--- src/rtl/i2c_pkg.sv ---
// i2c_pkg: shared types and widths for the I2C responder.
// Contents: responder FSM state encoding, address/byte widths.
// No logic; imported by i2c_slave_resp and its sub-modules.
package i2c_pkg;

  localparam int I2C_ADDR_W = 7;
  localparam int I2C_BYTE_W = 8;

  typedef enum logic [2:0] {
    IDLE      = 3'd0,
    ADDR      = 3'd1,
    ADDR_ACK  = 3'd2,
    WR_DATA   = 3'd3,
    WR_ACK    = 3'd4,
    RD_DATA   = 3'd5,
    RD_ACK    = 3'd6,
    WAIT_STOP = 3'd7
  } i2c_slv_state_e;

endpackage

--- src/rtl/i2c_sync_edge.sv ---
// i2c_sync_edge: synchronizes one asynchronous bus line and flags its edges.
// Latency: SYNC_STAGES clk_in cycles to level_out; rise/fall flags combinational from it.
// Ports: clk_in, reset_in (async, active-high), line_in -> level_out, rise_out, fall_out.
module i2c_sync_edge #(
  parameter int SYNC_STAGES = 2
) (
  input  logic clk_in,
  input  logic reset_in,
  input  logic line_in,
  output logic level_out,
  output logic rise_out,
  output logic fall_out
);

  logic [SYNC_STAGES-1:0] sync_q;
  logic                   prev_q;

  // Reset to 1: an idle I2C bus floats high, so no false edge is seen after reset.
  always_ff @(posedge clk_in or posedge reset_in) begin
    if (reset_in) begin
      sync_q <= '1;
      prev_q <= 1'b1;
    end else begin
      sync_q <= {sync_q[SYNC_STAGES-2:0], line_in};
      prev_q <= sync_q[SYNC_STAGES-1];
    end
  end

  assign level_out = sync_q[SYNC_STAGES-1];
  assign rise_out  = level_out & ~prev_q;
  assign fall_out  = ~level_out & prev_q;

endmodule

--- src/rtl/i2c_slave_resp.sv ---
// i2c_slave_resp: I2C target; decodes START/STOP, 7-bit address and R/W, ACKs writes,
// shifts read bytes out. Bus edge -> FSM reaction is SYNC_STAGES+1 clk_in cycles.
// Ports: clk_in, reset_in (async high), scl_in/sda_in (async bus), sda_oe_out/scl_oe_out
// (1 = pull low), rx_data_out/rx_valid_out/rx_ready_in (write sink),
// tx_data_in/tx_load_out (read source), busy_out.
// Build option: define I2C_SLV_STRETCH_EN to hold SCL low while rx_ready_in=0 after a byte.
module i2c_slave_resp
  import i2c_pkg::*;
#(
  parameter logic [I2C_ADDR_W-1:0] SLAVE_ADDR  = 7'h50,
  parameter int                    SYNC_STAGES = 2
) (
  input  logic                  clk_in,
  input  logic                  reset_in,
  input  logic                  scl_in,
  input  logic                  sda_in,
  output logic                  sda_oe_out,
  output logic                  scl_oe_out,
  output logic [I2C_BYTE_W-1:0] rx_data_out,
  output logic                  rx_valid_out,
  input  logic                  rx_ready_in,
  input  logic [I2C_BYTE_W-1:0] tx_data_in,
  output logic                  tx_load_out,
  output logic                  busy_out
);

  logic scl_lvl, scl_rise, scl_fall;
  logic sda_lvl, sda_rise, sda_fall;

  i2c_sync_edge #(.SYNC_STAGES(SYNC_STAGES)) u_scl_sync (
    .clk_in    (clk_in),
    .reset_in  (reset_in),
    .line_in   (scl_in),
    .level_out (scl_lvl),
    .rise_out  (scl_rise),
    .fall_out  (scl_fall)
  );

  i2c_sync_edge #(.SYNC_STAGES(SYNC_STAGES)) u_sda_sync (
    .clk_in    (clk_in),
    .reset_in  (reset_in),
    .line_in   (sda_in),
    .level_out (sda_lvl),
    .rise_out  (sda_rise),
    .fall_out  (sda_fall)
  );

  // SDA only legally moves while SCL is low; a move with SCL high is a bus condition.
  logic start_det, stop_det;
  assign start_det = sda_fall & scl_lvl;
  assign stop_det  = sda_rise & scl_lvl;

  i2c_slv_state_e        state_q, state_d;
  logic [I2C_BYTE_W-1:0] shift_q, shift_d;
  logic [I2C_BYTE_W-1:0] tx_shift_q, tx_shift_d;
  logic [I2C_BYTE_W-1:0] rx_data_q, rx_data_d;
  logic [3:0]            bit_cnt_q, bit_cnt_d;
  logic                  rw_q, rw_d;
  logic                  sda_oe_q, sda_oe_d;
  logic                  rx_valid_q, rx_valid_d;
  logic                  tx_load_q, tx_load_d;
  logic                  busy_q, busy_d;

  always_ff @(posedge clk_in or posedge reset_in) begin
    if (reset_in) begin
      state_q    <= IDLE;
      shift_q    <= '0;
      tx_shift_q <= '0;
      rx_data_q  <= '0;
      bit_cnt_q  <= '0;
      rw_q       <= 1'b0;
      sda_oe_q   <= 1'b0;
      rx_valid_q <= 1'b0;
      tx_load_q  <= 1'b0;
      busy_q     <= 1'b0;
    end else begin
      state_q    <= state_d;
      shift_q    <= shift_d;
      tx_shift_q <= tx_shift_d;
      rx_data_q  <= rx_data_d;
      bit_cnt_q  <= bit_cnt_d;
      rw_q       <= rw_d;
      sda_oe_q   <= sda_oe_d;
      rx_valid_q <= rx_valid_d;
      tx_load_q  <= tx_load_d;
      busy_q     <= busy_d;
    end
  end

  always_comb begin
    state_d    = state_q;
    shift_d    = shift_q;
    tx_shift_d = tx_shift_q;
    rx_data_d  = rx_data_q;
    bit_cnt_d  = bit_cnt_q;
    rw_d       = rw_q;
    sda_oe_d   = sda_oe_q;
    rx_valid_d = 1'b0;
    tx_load_d  = 1'b0;
    busy_d     = busy_q;

    // Bus conditions take priority over any SCL edge seen in the same cycle.
    if (start_det) begin
      state_d   = ADDR;
      bit_cnt_d = '0;
      sda_oe_d  = 1'b0;
      busy_d    = 1'b0;
    end else if (stop_det) begin
      state_d  = IDLE;
      sda_oe_d = 1'b0;
      busy_d   = 1'b0;
    end else begin
      case (state_q)
        IDLE: begin
        end

        ADDR: begin
          if (scl_rise) begin
            shift_d   = {shift_q[I2C_BYTE_W-2:0], sda_lvl};
            bit_cnt_d = bit_cnt_q + 4'd1;
          end else if (scl_fall && bit_cnt_q == 4'd8) begin
            if (shift_q[I2C_BYTE_W-1:1] == SLAVE_ADDR) begin
              rw_d     = shift_q[0];
              sda_oe_d = 1'b1;
              busy_d   = 1'b1;
              state_d  = ADDR_ACK;
            end else begin
              state_d = WAIT_STOP;
            end
          end
        end

        // Entered on an SCL fall, so the next fall closes a full ACK clock.
        ADDR_ACK: begin
          if (scl_fall) begin
            if (rw_q) begin
              tx_load_d  = 1'b1;
              tx_shift_d = {tx_data_in[I2C_BYTE_W-2:0], 1'b0};
              sda_oe_d   = ~tx_data_in[I2C_BYTE_W-1];
              bit_cnt_d  = 4'd1;
              state_d    = RD_DATA;
            end else begin
              sda_oe_d  = 1'b0;
              bit_cnt_d = '0;
              state_d   = WR_DATA;
            end
          end
        end

        WR_DATA: begin
          if (scl_rise) begin
            shift_d   = {shift_q[I2C_BYTE_W-2:0], sda_lvl};
            bit_cnt_d = bit_cnt_q + 4'd1;
            if (bit_cnt_q == 4'd7) begin
              rx_data_d  = {shift_q[I2C_BYTE_W-2:0], sda_lvl};
              rx_valid_d = 1'b1;
            end
          end else if (scl_fall && bit_cnt_q == 4'd8) begin
            sda_oe_d = 1'b1;
            state_d  = WR_ACK;
          end
        end

        WR_ACK: begin
          if (scl_fall) begin
            sda_oe_d  = 1'b0;
            bit_cnt_d = '0;
            state_d   = WR_DATA;
          end
        end

        // bit_cnt counts bits already placed on SDA; bit7 went out on entry.
        RD_DATA: begin
          if (scl_fall) begin
            if (bit_cnt_q == 4'd8) begin
              sda_oe_d = 1'b0;
              state_d  = RD_ACK;
            end else begin
              sda_oe_d   = ~tx_shift_q[I2C_BYTE_W-1];
              tx_shift_d = {tx_shift_q[I2C_BYTE_W-2:0], 1'b0};
              bit_cnt_d  = bit_cnt_q + 4'd1;
            end
          end
        end

        // A NACK is final on its rising edge; an ACK fetches the next byte on the fall.
        RD_ACK: begin
          if (scl_rise && sda_lvl) begin
            state_d = WAIT_STOP;
          end else if (scl_fall) begin
            tx_load_d  = 1'b1;
            tx_shift_d = {tx_data_in[I2C_BYTE_W-2:0], 1'b0};
            sda_oe_d   = ~tx_data_in[I2C_BYTE_W-1];
            bit_cnt_d  = 4'd1;
            state_d    = RD_DATA;
          end
        end

        WAIT_STOP: begin
          sda_oe_d = 1'b0;
        end

        default: begin
          state_d  = IDLE;
          sda_oe_d = 1'b0;
        end
      endcase
    end
  end

`ifdef I2C_SLV_STRETCH_EN
  // A byte delivered to a sink that is not ready arms a stretch; SCL is grabbed on
  // the following fall (the ACK slot) and held until the sink catches up.
  logic stretch_pend_q;
  logic scl_oe_q;

  always_ff @(posedge clk_in or posedge reset_in) begin
    if (reset_in) begin
      stretch_pend_q <= 1'b0;
      scl_oe_q       <= 1'b0;
    end else if (rx_ready_in) begin
      stretch_pend_q <= 1'b0;
      scl_oe_q       <= 1'b0;
    end else begin
      if (rx_valid_q) begin
        stretch_pend_q <= 1'b1;
      end
      if (stretch_pend_q && scl_fall) begin
        scl_oe_q <= 1'b1;
      end
    end
  end

  assign scl_oe_out = scl_oe_q;
`else
  logic unused_rx_ready;
  assign unused_rx_ready = rx_ready_in;
  assign scl_oe_out      = 1'b0;
`endif

  assign sda_oe_out   = sda_oe_q;
  assign rx_data_out  = rx_data_q;
  assign rx_valid_out = rx_valid_q;
  assign tx_load_out  = tx_load_q;
  assign busy_out     = busy_q;

endmodule
--- config.mk ---
export PLATFORM = sky130hd
export DESIGN_NAME = i2c_slave_resp
export DESIGN_NICKNAME = d
export VERILOG_FILES = /design/src/rtl/i2c_pkg.sv /design/src/rtl/i2c_sync_edge.sv /design/src/rtl/i2c_slave_resp.sv
export SDC_FILE = /design/constraint.sdc
export NUM_CORES = 1
export LEC_CHECK = 0
export ABC_AREA = 1
export CAP_MARGIN = 20
export CORE_UTILIZATION = 44
export DETAILED_ROUTE_END_ITERATION = 8
export GPL_TIMING_DRIVEN = 1
export PLACE_DENSITY = 0.77
export SYNTH_ARGS = -nofsm -noshare
export SYNTH_HDL_FRONTEND = slang
export SYNTH_SLANG_ARGS = --single-unit
--- constraint.sdc ---
create_clock -name clk_in -period 1.75 [get_ports clk_in]
set_input_delay 0.525 -clock clk_in [delete_from_list [all_inputs] [get_ports clk_in]]
set_output_delay 0.525 -clock clk_in [all_outputs]
set_load 0.01 [all_outputs]
======== After elaboration in Yosys (flattened, before gate mapping) ========
Index checks and enable logic that the tools add are counted.
W data, S select, Z words.
storage, ports and cells
  register bits ........................... 42
  input port bits ......................... 13
  output and inout bits ................... 13
  word-level logic and storage cells ...... 148
operators by class
  $add $sub $neg .......................... 1
  equal/unequal tests ..................... 37
  muxes and demuxes ....................... 63
  bitwise logic cells ..................... 15
  reductions and logical operators ........ 18
operators with widths
  operator              number
  $mux W8               6
  $ne A4 B4 Y1 const B  11
  $mux W3               14
  $mux W4               9
  $mux W1               29
  $pmux W8 S3           1
  $pmux W4 S5           1
  $ne A3 B3 Y1 const B  6
  $pmux W3 S6           1
  $reduce_and A9 Y1     2
  $ne A2 B2 Y1 const B  7
  $eq A3 B3 Y1 const B  4
  $reduce_bool A3 Y1    4
  $reduce_and A11 Y1    1
  $reduce_and A10 Y1    1
  $not A1 Y1            9
  $reduce_bool A9 Y1    1
  $reduce_and A4 Y1     2
  $reduce_bool A8 Y1    1
  $eq A7 B7 Y1 const B  1
  $pmux W1 S7           1
  $and A1 B1 Y1         6
  $eq A3 B2 Y1 const B  2
  $ne A3 B1 Y1 const B  2
  11 further kinds      12

======== Depth between registers and ports, before layout ========
Gate-level depths: netlist of the first run.
  word-level depth ........................ 8
  gate-level depth with buffers ........... 11
  depth with buffers taken out ............ 10

======== Cells and area by module ========
From an unflattened synthesis of the first run, not the netlist that was laid out.
second synthesis, totals
  cells, all modules ...................... 295
  area total of the unflattened synthesis .. 2307.2 µm²
by module, submodules not included
  module          instances  cells an instance  area each (µm²)  seq. area each (µm²)
  i2c_slave_resp  1          279                2112.0           875.8
  i2c_sync_edge   2          8                  97.6             78.8

======== Worst setup path before layout of the first run ========
No wires, ideal clock.
  path type ............................... register -> register
  start point ............................. register u_scl_sync.sync_q[1]
  end point ............................... register state_q[1]
  library setup time ...................... 0.118 ns
  arrival time ............................ 1.312 ns
  data required time ...................... 1.632 ns
  slack ................................... 0.321 ns
  cell stages (with the launch flop) ...... 10
  buffers on the path ..................... 0
  period minus slack after synthesis ...... 1.429 ns
  cell sequence ........................... dfstp_2 nand2_1 nor2_2 inv_4 nand2_2 nor2_1 a21oi_4 nand2_2 nand2_1 nand2_1
on the way
  cells in the longest elaborated chain, start to end .. 6
  elaborated cells on any way between the ends .. 22
  classes of those cells .................. 9 x eq/ne; 4 x mux; 5 x bitwise; 4 x reduce/logical
RTL lines
  what                    RTL line               RTL
  from (decl)             i2c_sync_edge.sv:15    logic [SYNC_STAGES-1:0] sync_q;
  from (signal assigned)  i2c_sync_edge.sv:24    sync_q <= {sync_q[SYNC_STAGES-2:0], line_in};
  $and A1 B1 Y1           i2c_sync_edge.sv:30    assign rise_out = level_out & ~prev_q;
  $logic_and A1 B1 Y1     i2c_slave_resp.sv:188  if (scl_rise && sda_lvl) begin
  $mux W3                 i2c_slave_resp.sv:188
  $pmux W3 S6             i2c_slave_resp.sv:113  case (state_q)
  $mux W3                 i2c_slave_resp.sv:108  end else if (stop_det) begin
  $mux W3                 i2c_slave_resp.sv:103  if (start_det) begin
  to (signal assigned)    i2c_slave_resp.sv:77   state_q <= state_d;
  to (decl)               i2c_slave_resp.sv:53   i2c_slv_state_e state_q, state_d;
Several ways; a longest one is shown, not always the timed one.
A chain may end at the register's enable or synchronous reset.

======== Final worst setup path of the first run ========
  start point ............................. register rx_data_q[4], in the netlist rx_data_out[4]
  end point ............................... output rx_data_out[4]
RTL lines
  what                    RTL line              RTL
  from (decl)             i2c_slave_resp.sv:56  logic [I2C_BYTE_W-1:0] rx_data_q, rx_data_d;
  from (signal assigned)  i2c_slave_resp.sv:80  rx_data_q <= rx_data_d;
  to (decl)               i2c_slave_resp.sv:19  output logic [I2C_BYTE_W-1:0] rx_data_out,
No word-level cell between the ends.

==> metrics.yaml, run 1 <==
run_status:
  outcome: "completed"
setup_path:
  crit_slowest_cell: "clkdlybuf4s50_1"
  critPathCaptureType: "output pin"
  arrival_ps: 1190
  r2r-end: "state_q[1]$_DFFE_PP0P_"
  path_buf_inv: 1
  critPathRequiredTime_ps: 1220
  path_cells: "clkdlybuf4s50_1"
  crit_fanout: 2
  cp-startpoint: "rx_data_out[4]$_DFFE_PP0P_"
  reg2reg_depth: 9
  r2r_setup_slack_ps: 140
  r2r-start: "state_q[2]$_DFFE_PP0P_"
  slowest_delay_ps: 530
  crit_type: "flop to output pin"
  cp-start-kind: "flop"
  cp_top_family: "buffers and inverters"
drt:
  routed_wl_mm: 4.45
  ant_nets: 0
  avgViaCountPerCell: 4.82
  drt_iter0_drc: 160
  vias: 1864
  firstDrtPassIters: 4
  drc: 0
  wl_per_cell_um: 11.5
yosys:
  synthCells: 288
  synth_top_area_share_pct: 38.5
  ys.flop_type: "dfrtp_1"
  ys_async_sr_fraction_pct: 100
  syn_avg_cell_area_um2: 7.91
  synth_nets: 303
  seq_area_frac_synth_pct: 45.4
  synth_edf_count: 0
  synth_area_mm2: 0.00228
  yosysWarnings: 0
  synthTopCellsByCount: "nand2_1, dfrtp_1, nand3_1"
  ys_ff_latch: 41
  yosys.area.top_type: "dfrtp_1"
  yosysMostFrequentCell: "nand2_1"
  synth_cell_types: 30
  synth.area.top_cells: "dfrtp_1, nand2_1, dfstp_2, nand3_1, inv_1"
power_and_ir_drop:
  p_leak_uw: 0.00144
  p_sw_uw: 1650
  power_uw: 3740
  p_comb_share_pct: 46.5
  p_int_uw: 2090
  clkPwrFrac_pct: 16.6
  ir_drop_mv: 0.637
  swShare_pct: 44.0
  p_per_area_mw_per_mm2: 1380
  p_seq_share_pct: 36.9
floorplanning:
  top_level_ports: 26
  num_rows: 25
  dieArea_mm2: 0.00547
  dieWidth_um: 73.9
  coreArea_mm2: 0.00485
  die_h_um: 73.9
  initial_core_util_pct: 47.0
placement:
  hpwl_mm: 3.26
  portBuffers: 23
  gp_congestion: 0.883
grt:
  antenna_found_initial: 0
  grt_pass1_vias: 1767
  grt_max_degree: 42
  grt_pass1_wl_mm: 7.82
  overflow: 0
  grtUsageTotal_pct: 18.8
hold_path:
  hp-class: "flop to flop"
  hold_end: "u_sda_sync.sync_q[1]$_DFF_PP1_"
  hold_start: "u_sda_sync.sync_q[0]$_DFF_PP1_"
  hold_path_depth: 0
clock_network:
  cts_tree: "built"
  postCtsSetupBuffers: 0
  postCtsHoldBufs: 0
  cts.path.max_buffers: 2
  clk_pin_slew_worst_paths_ps: 80
  htree_levels: 2
  root_buffer: "clkbuf_8"
  clock_sinks: 41
  clock_latency_ps: 300
  tritoncts.num_buffers: 5
timing:
  max_freq_mhz: 585
  final_max_slew_viol_count: 0
  setup_viol: 0
  final.min_clock_period_ps: 1710
  whs_ps: 360
  skew_ps: 8.55
  fin_crit_sh_pct: 97.8
  tns_ps: 0
  finalHoldViolations: 0
finish:
  drive_gt1_share_pct: 20.6
  n_antenna_cell: 0
  fin_nets: 334
  syn2layout_area_growth_pct: 19.4
  fill_cells: 467
  multi_input_area_mm2: 0.00107
  regArea_mm2: 0.00103
flow_run:
  drv_cap: 0
## through the flow
step	util [%]	worst slack, ps	cell area, um2	instances
2_1_floorplan	-	289	2280	288
3_3_place_gp	53.5	131	2590	379
3_5_place_dp	53.5	114	2590	379
4_1_cts	55.3	6.87	2680	387
5_1_grt	56.1	-17.2	2720	387
6_report	56.1	39.2	2720	387
## final cells by class
type | instances | area share, %
repair buffers | 30 | 11.4
multi-input cells | 207 | 39.3
flip-flops and latches | 41 | 38.1
well taps | 67 | 3.08
clock inverters | 3 | 0.828
clock buffers | 5 | 2.53
inverters | 34 | 4.88
## kinds of logic after synthesis
logic type	synth area share, %
AOI/OAI and AO/OA	10.4
adders and majority gates	1.10
buffers and inverters	8.63
DFF	45.4
other	0.165
and+or+nand+nor	34.3
## power by group through the flow
stage               clock network (uW)  registers, uW  logic (uW)
finish                             623           1380        1740
global placement                     0           1380        1710
detailed placement                   0           1390        1740
global route                       689           1410        2020
floorplan                            0           1320        1440
CTS                                649           1380        1750
## layer usage
| layer | wire length [um] | global-route usage [%] | part of all wire, % |
|---|---|---|---|
| met5 | 0 | 0 | 0 |
| met4 | 71 | 7.69 | 1.6 |
| met3 | 145 | 4.34 | 3.3 |
| met2 | 2130 | 29.7 | 48 |
| met1 | 2100 | 25.0 | 47 |
## worst max-delay path by stage
| stage | to | slack, ps | depth (start not counted) |
|---|---|---|---|
| 6_report | rx_data_out[4] | 40 | 1 |
| 5_1_grt | state_q[2]$_DFFE_PP0P_ | -20 | 9 |
| 4_1_cts | rx_data_out[5] | 7 | 1 |
| 3_5_place_dp | state_q[0]$_DFFE_PP0P_ | 110 | 9 |
| 3_3_place_gp | tx_shift_q[1]$_DFFE_PP0P_ | 130 | 9 |
| 2_1_floorplan | bit_cnt_q[0]$_DFFE_PP0P_ | 290 | 1 |
## layout by cell type, fill, tap and decap left out
cell             count
dlygate4sd2_1        1
nor3_4               1
nand3_2              2
clkdlybuf4s50_1     16
nor3_1               1
dlymetal6s2s_1       6
nor2_4               4
o21ai_2             10
o21ai_0             13
nor2_2               5
o211ai_1             2
buf_12               1
conb_1               1
inv_4                2
buf_4                6
dfrtp_2              1
clkbuf_8             5
nand3_1             27
inv_2                5
nand2_1             99
a21oi_4              1
a21oi_2              1
a22oi_1              1
nand3b_1             1
a21oi_1              2
clkinvlp_4           3
nand2_4              1
nand2_2             10
ha_1                 2
inv_1               27
dfrtp_1             34
nand3_4              2
dfstp_2              6
o21ai_1              4
nor2_1              16
a211oi_1             1
## registers in the layout, indices dropped and copies added (netlist names)
signal             flops
bit_cnt_q              4
busy_out               1
rw_q                   1
rx_data_out            8
rx_valid_out           1
sda_oe_out             1
shift_q                8
state_q                3
tx_load_out            1
tx_shift_q             7
u_scl_sync.prev_q      1
u_scl_sync.sync_q      2
u_sda_sync.prev_q      1
u_sda_sync.sync_q      2
## timing repair
action	in CTS	in global routing
resized for setup	1	13
setup endpoints to repair	1	21
pin swaps	0	1
hold endpoints to repair	0	0
(Power assumes the default switching activity.)
==> run 2, diff against run 1 <==
- PLACE_DENSITY: 0.77 -> 0.63
- SLEW_MARGIN: unset -> 20
==> run 2 against run 1 <==
Combinational power increased by 4%. Clock-buffer cell count increased by 1. Via count decreased by 0.64%. Critical path type unchanged. Critical path depth unchanged.
==> metrics.yaml, run 2 (synthesized netlist as in run 1, its figures left out) <==
hold_path:
  hold_path_depth: 0
  hold_end: "u_scl_sync.sync_q[1]$_DFF_PP1_"
  hold_start: "u_scl_sync.sync_q[0]$_DFF_PP1_"
  hp-class: "flop to flop"
drt:
  ant_nets: 0
  avgViaCountPerCell: 4.76
  routed_wl_mm: 4.53
  drt_iter0_drc: 87
  vias: 1852
  wl_per_cell_um: 11.7
  drc: 0
  firstDrtPassIters: 4
grt:
  grt_max_degree: 42
  overflow: 0
  antenna_found_initial: 0
  grtUsageTotal_pct: 19.0
  grt_pass1_vias: 1739
  grt_pass1_wl_mm: 7.94
finish:
  final_common_cell: "nand2_1"
  fin_util_pct: 56.4
  n_antenna_cell: 0
  fin_nets: 336
  regArea_mm2: 0.00104
  drive_gt1_share_pct: 20.5
  mostFrequentLayoutCells: "nand2_1, dfrtp_1, inv_1, nand3_1, clkdlybuf4s50_1"
  final_area_mm2: 0.00274
  fill_cells: 462
  syn2layout_area_growth_pct: 20.1
  multi_input_area_mm2: 0.00106
power_and_ir_drop:
  power_uw: 3930
  ir_drop_mv: 0.560
  p_per_area_mw_per_mm2: 1440
  p_leak_uw: 0.00140
flow_run:
  drv_cap: 0
setup_path:
  cp-start-kind: "flop"
  cp_top_family: "buffers and inverters"
  reg2reg_depth: 9
  path_cells: "clkdlybuf4s50_1"
  crit_slowest_cell: "clkdlybuf4s50_1"
  path_buf_inv: 1
  r2r-end: "state_q[1]$_DFFE_PP0P_"
  r2r_setup_slack_ps: 140
  crit_fanout: 2
  critPathRequiredTime_ps: 1220
  crit_type: "flop to output pin"
  critPathCaptureType: "output pin"
  arrival_ps: 1180
  slowest_delay_ps: 540
  r2r-start: "u_scl_sync.sync_q[1]$_DFF_PP1_"
clock_network:
  clock_latency_ps: 290
  cts.path.max_buffers: 2
  cts_tree: "built"
  root_buffer: "clkbuf_8"
  clk_pin_slew_worst_paths_ps: 80
  postCtsHoldBufs: 0
  htree_levels: 2
  clock_sinks: 41
  tritoncts.num_buffers: 5
run_status:
  outcome: "completed"
placement:
  placement.cell_area_mm2: 0.00260
  hpwl_mm: 3.33
  gp_congestion: 0.868
  portBuffers: 23
floorplanning:
  num_rows: 25
  coreArea_mm2: 0.00485
  top_level_ports: 26
  dieWidth_um: 73.9
  dieArea_mm2: 0.00547
  die_h_um: 73.9
  initial_core_util_pct: 47.0
timing:
  tns_ps: 0
  final.min_clock_period_ps: 1710
  finalHoldViolations: 0
  fin_crit_sh_pct: 97.6
  final_max_slew_viol_count: 0
  skew_ps: 5.78
  max_freq_mhz: 585
  setup_viol: 0
==> run 2: changes by cell type in the layout (fill, tap and decap cells not counted), moves of 2 or more <==
cell / delta
buf_4: +2
clkdlybuf4s50_1: +4
clkinvlp_4: -3
dlymetal6s2s_1: -3
==> run 2: how the worst max path moves through the flow <==
stage                                           from                    endpoint  slack [ps]  depth (start not counted)
final                     rx_data_out[4]$_DFFE_PP0P_              rx_data_out[4]          40                          1
after global routing          state_q[2]$_DFFE_PP0P_  rx_data_out[3]$_DFFE_PP0P_          -2                          7
after CTS                 rx_data_out[1]$_DFFE_PP0P_              rx_data_out[1]          20                          1
after detailed placement      state_q[0]$_DFFE_PP0P_  rx_data_out[0]$_DFFE_PP0P_         110                          7
after global placement      bit_cnt_q[1]$_DFFE_PP0P_      state_q[2]$_DFFE_PP0P_         120                          9
after floorplan                             reset_in    bit_cnt_q[0]$_DFFE_PP0P_         290                          1
==> run 2: routing by layer <==
layer / track usage (%) / part of all wire, % / vias to the layer above
met3: 3.79 / 3.2 / 4
met5: 0 / 0 / -
li1: - / - / 970
met1: 26.1 / 49 / 851
met2: 30.7 / 47 / 27
met4: 4.91 / 0.86 / 0
==> run 2: power breakdown <==
part / switching (uW) / total, uW / internal, uW
clock network: 316 / 740 / 423
logic: 1130 / 1810 / 674
registers: 206 / 1380 / 1180
total: 1660 / 3930 / 2270
==> run 2: layout make-up <==
type,count,area share [%]
clock buffers,6,2.65
clock inverters,2,1.28
inverters,34,4.85
multi-input cells,207,38.7
flip-flops and latches,41,37.9
repair buffers,32,11.6
well taps,67,3.06
==> run 2: what timing repair did <==
item | 4_1_cts | 5_1_grt
buffers inserted | 0 | 1
endpoints found under the setup margin | 0 | 15
endpoints found under the hold margin | 0 | 0
gates resized for setup | 0 | 9
==> run 2: through the flow <==
stage,cells,setup slack [ps],hold slack (ps)
floorplan,288,289,345
global placement,380,123,346
detailed placement,380,111,347
CTS,388,20.0,359
global route,389,-2.30,358
finish,389,41.4,357
==> run 3, diff against run 2 <==
- CORE_MARGIN: unset -> 3
- MAX_ROUTING_LAYER: unset -> met4
==> run 3 against run 2 <==
Cell area down 0.69%. Combinational power about the same. Die area up 11%. Critical path depth unchanged. Largest cell class unchanged. Setup slack better by 1.0 ps. Highest routed layer unchanged. Sequential share of layout area up 0.26 points.
==> metrics.yaml, run 3 (synthesized netlist as in run 1, its figures left out) <==
setup_path:
  critPathRequiredTime_ps: 1220
  crit_type: "flop to output pin"
  r2r-end: "rx_data_out[6]$_DFFE_PP0P_"
  crit_slowest_cell: "clkdlybuf4s50_1"
  reg2reg_depth: 7
  arrival_ps: 1180
  cp_top_family: "buffers and inverters"
  path_cells: "clkdlybuf4s50_1"
  critPathCaptureType: "output pin"
  r2r-start: "state_q[2]$_DFFE_PP0P_"
  path_buf_inv: 1
  r2r_setup_slack_ps: 150
  cp-start-kind: "flop"
  crit_fanout: 2
  slowest_delay_ps: 540
floorplanning:
  num_rows: 25
  dieWidth_um: 77.9
  coreArea_mm2: 0.00485
  initial_core_util_pct: 47.0
  dieArea_mm2: 0.00607
  top_level_ports: 26
  die_h_um: 77.9
drt:
  met3_length_um: 191
  vias: 1844
  routed_wl_mm: 4.62
  wl_met1_mm: 2.21
  drt_iter0_drc: 58
  ant_nets: 0
  route.met2.wl_mm: 2.16
  drc: 0
  wl_per_cell_um: 11.9
  firstDrtPassIters: 4
  dr.max_layer_used: "met4"
  avgViaCountPerCell: 4.74
placement:
  portBuffers: 23
  hpwl_mm: 3.41
  gp_congestion: 0.887
finish:
  syn2layout_area_growth_pct: 19.3
  final_common_cell: "nand2_1"
  drive_gt1_share_pct: 20.2
  mostFrequentLayoutCells: "nand2_1, dfrtp_1, nand3_1"
  fin_nets: 336
  n_antenna_cell: 0
clock_network:
  clock_sinks: 41
  cts.path.max_buffers: 2
  postCtsSetupBuffers: 0
  tritoncts.num_buffers: 5
  clk_pin_slew_worst_paths_ps: 90
  cts_tree: "built"
  root_buffer: "clkbuf_8"
  htree_levels: 2
  clock_latency_ps: 290
flow_run:
  drv_cap: 0
timing:
  fin_crit_sh_pct: 97.6
  whs_ps: 350
  max_freq_mhz: 586
  final_max_slew_viol_count: 0
  setup_viol: 0
  skew_ps: 7.72
  finalHoldViolations: 0
  final.min_clock_period_ps: 1710
grt:
  grt_pass1_wl_mm: 8.28
  overflow: 0
  grt_max_degree: 42
  grt_pass1_vias: 1740
  antenna_found_initial: 0
  grtUsageTotal_pct: 17.5
run_status:
  outcome: "completed"
power_and_ir_drop:
  p_per_area_mw_per_mm2: 1400
  ir_drop_mv: 0.572
  p_leak_uw: 0.00147
  power_uw: 3790
hold_path:
  hold_start: "u_scl_sync.sync_q[0]$_DFF_PP1_"
  hold_path_depth: 0
  hp-class: "flop to flop"
  hold_end: "u_scl_sync.sync_q[1]$_DFF_PP1_"
-- run 3: changes by cell type in the layout (fill, tap and decap cells not counted), sizes merged --
| cell | before | now |
|---|---|---|
| bufinv | 1 | 0 |
| clkbuf | 6 | 5 |
| clkdlybuf4s50 | 20 | 16 |
| clkinv | 1 | 2 |
| clkinvlp | 0 | 1 |
| dlymetal6s2s | 3 | 7 |
-- run 3: worst register-to-register path, delay by kind of cell, from the launching register on --
kind,cells,cell delay [ps]
buf+inv,2,280
compound gates,1,60
simple gates,4,650
flops,1,500
-- run 3: worst max path at each step --
stage / cells after the start / endpoint / from
global placement: 9 / tx_shift_q[1]$_DFFE_PP0P_ / state_q[0]$_DFFE_PP0P_
detailed placement: 9 / tx_shift_q[1]$_DFFE_PP0P_ / state_q[0]$_DFFE_PP0P_
finish: 1 / rx_data_out[7] / rx_data_out[7]$_DFFE_PP0P_
global route: 8 / rx_data_out[6]$_DFFE_PP0P_ / u_scl_sync.sync_q[1]$_DFF_PP1_
floorplan: 1 / bit_cnt_q[0]$_DFFE_PP0P_ / reset_in
CTS: 1 / rx_data_out[1] / rx_data_out[1]$_DFFE_PP0P_
-- run 3: power breakdown --
part / switching (uW) / internal [uW] / total [uW]
Sequential: 209 / 1180 / 1380
Combinational: 1120 / 669 / 1790
Clock: 342 / 276 / 618
Total: 1670 / 2120 / 3790
-- run 3: what timing repair did --
item | CTS | global route
hold endpoints to repair | 0 | 0
endpoints found under the setup margin | 0 | 23
gates resized for setup | 0 | 10
hold buffers | 0 | 0
-- run 3: final cells by class --
class | instances | area, um2
sequential | 41 | 1040
fill | 491 | 2130
inverter | 34 | 133
multi-input combinational | 207 | 1050
timing repair buffer | 32 | 328
clock buffer | 5 | 68.8
tap | 67 | 83.8
clock inverter | 3 | 17.5
-- run 3: through the flow --
| stage | setup WS, ps | instances | util (%) | instance area, um2 | TNS, ps |
|---|---|---|---|---|---|
| 2_1_floorplan | 289 | 288 | - | 2280 | 0 |
| 3_3_place_gp | 64.3 | 381 | 53.8 | 2610 | 0 |
| 3_5_place_dp | 86.8 | 381 | 53.8 | 2610 | 0 |
| 4_1_cts | 15.4 | 389 | 55.6 | 2690 | 0 |
| 5_1_grt | -4.22 | 389 | 56.0 | 2720 | -4.22 |
| 6_report | 42.4 | 389 | 56.0 | 2720 | 0 |
-- run 3: routing by layer --
layer  track usage, %  up-vias
met4             4.72        0
met1             24.0      838
met5                -        -
met3             3.36        5
met2             26.7       31
li1                 -      970
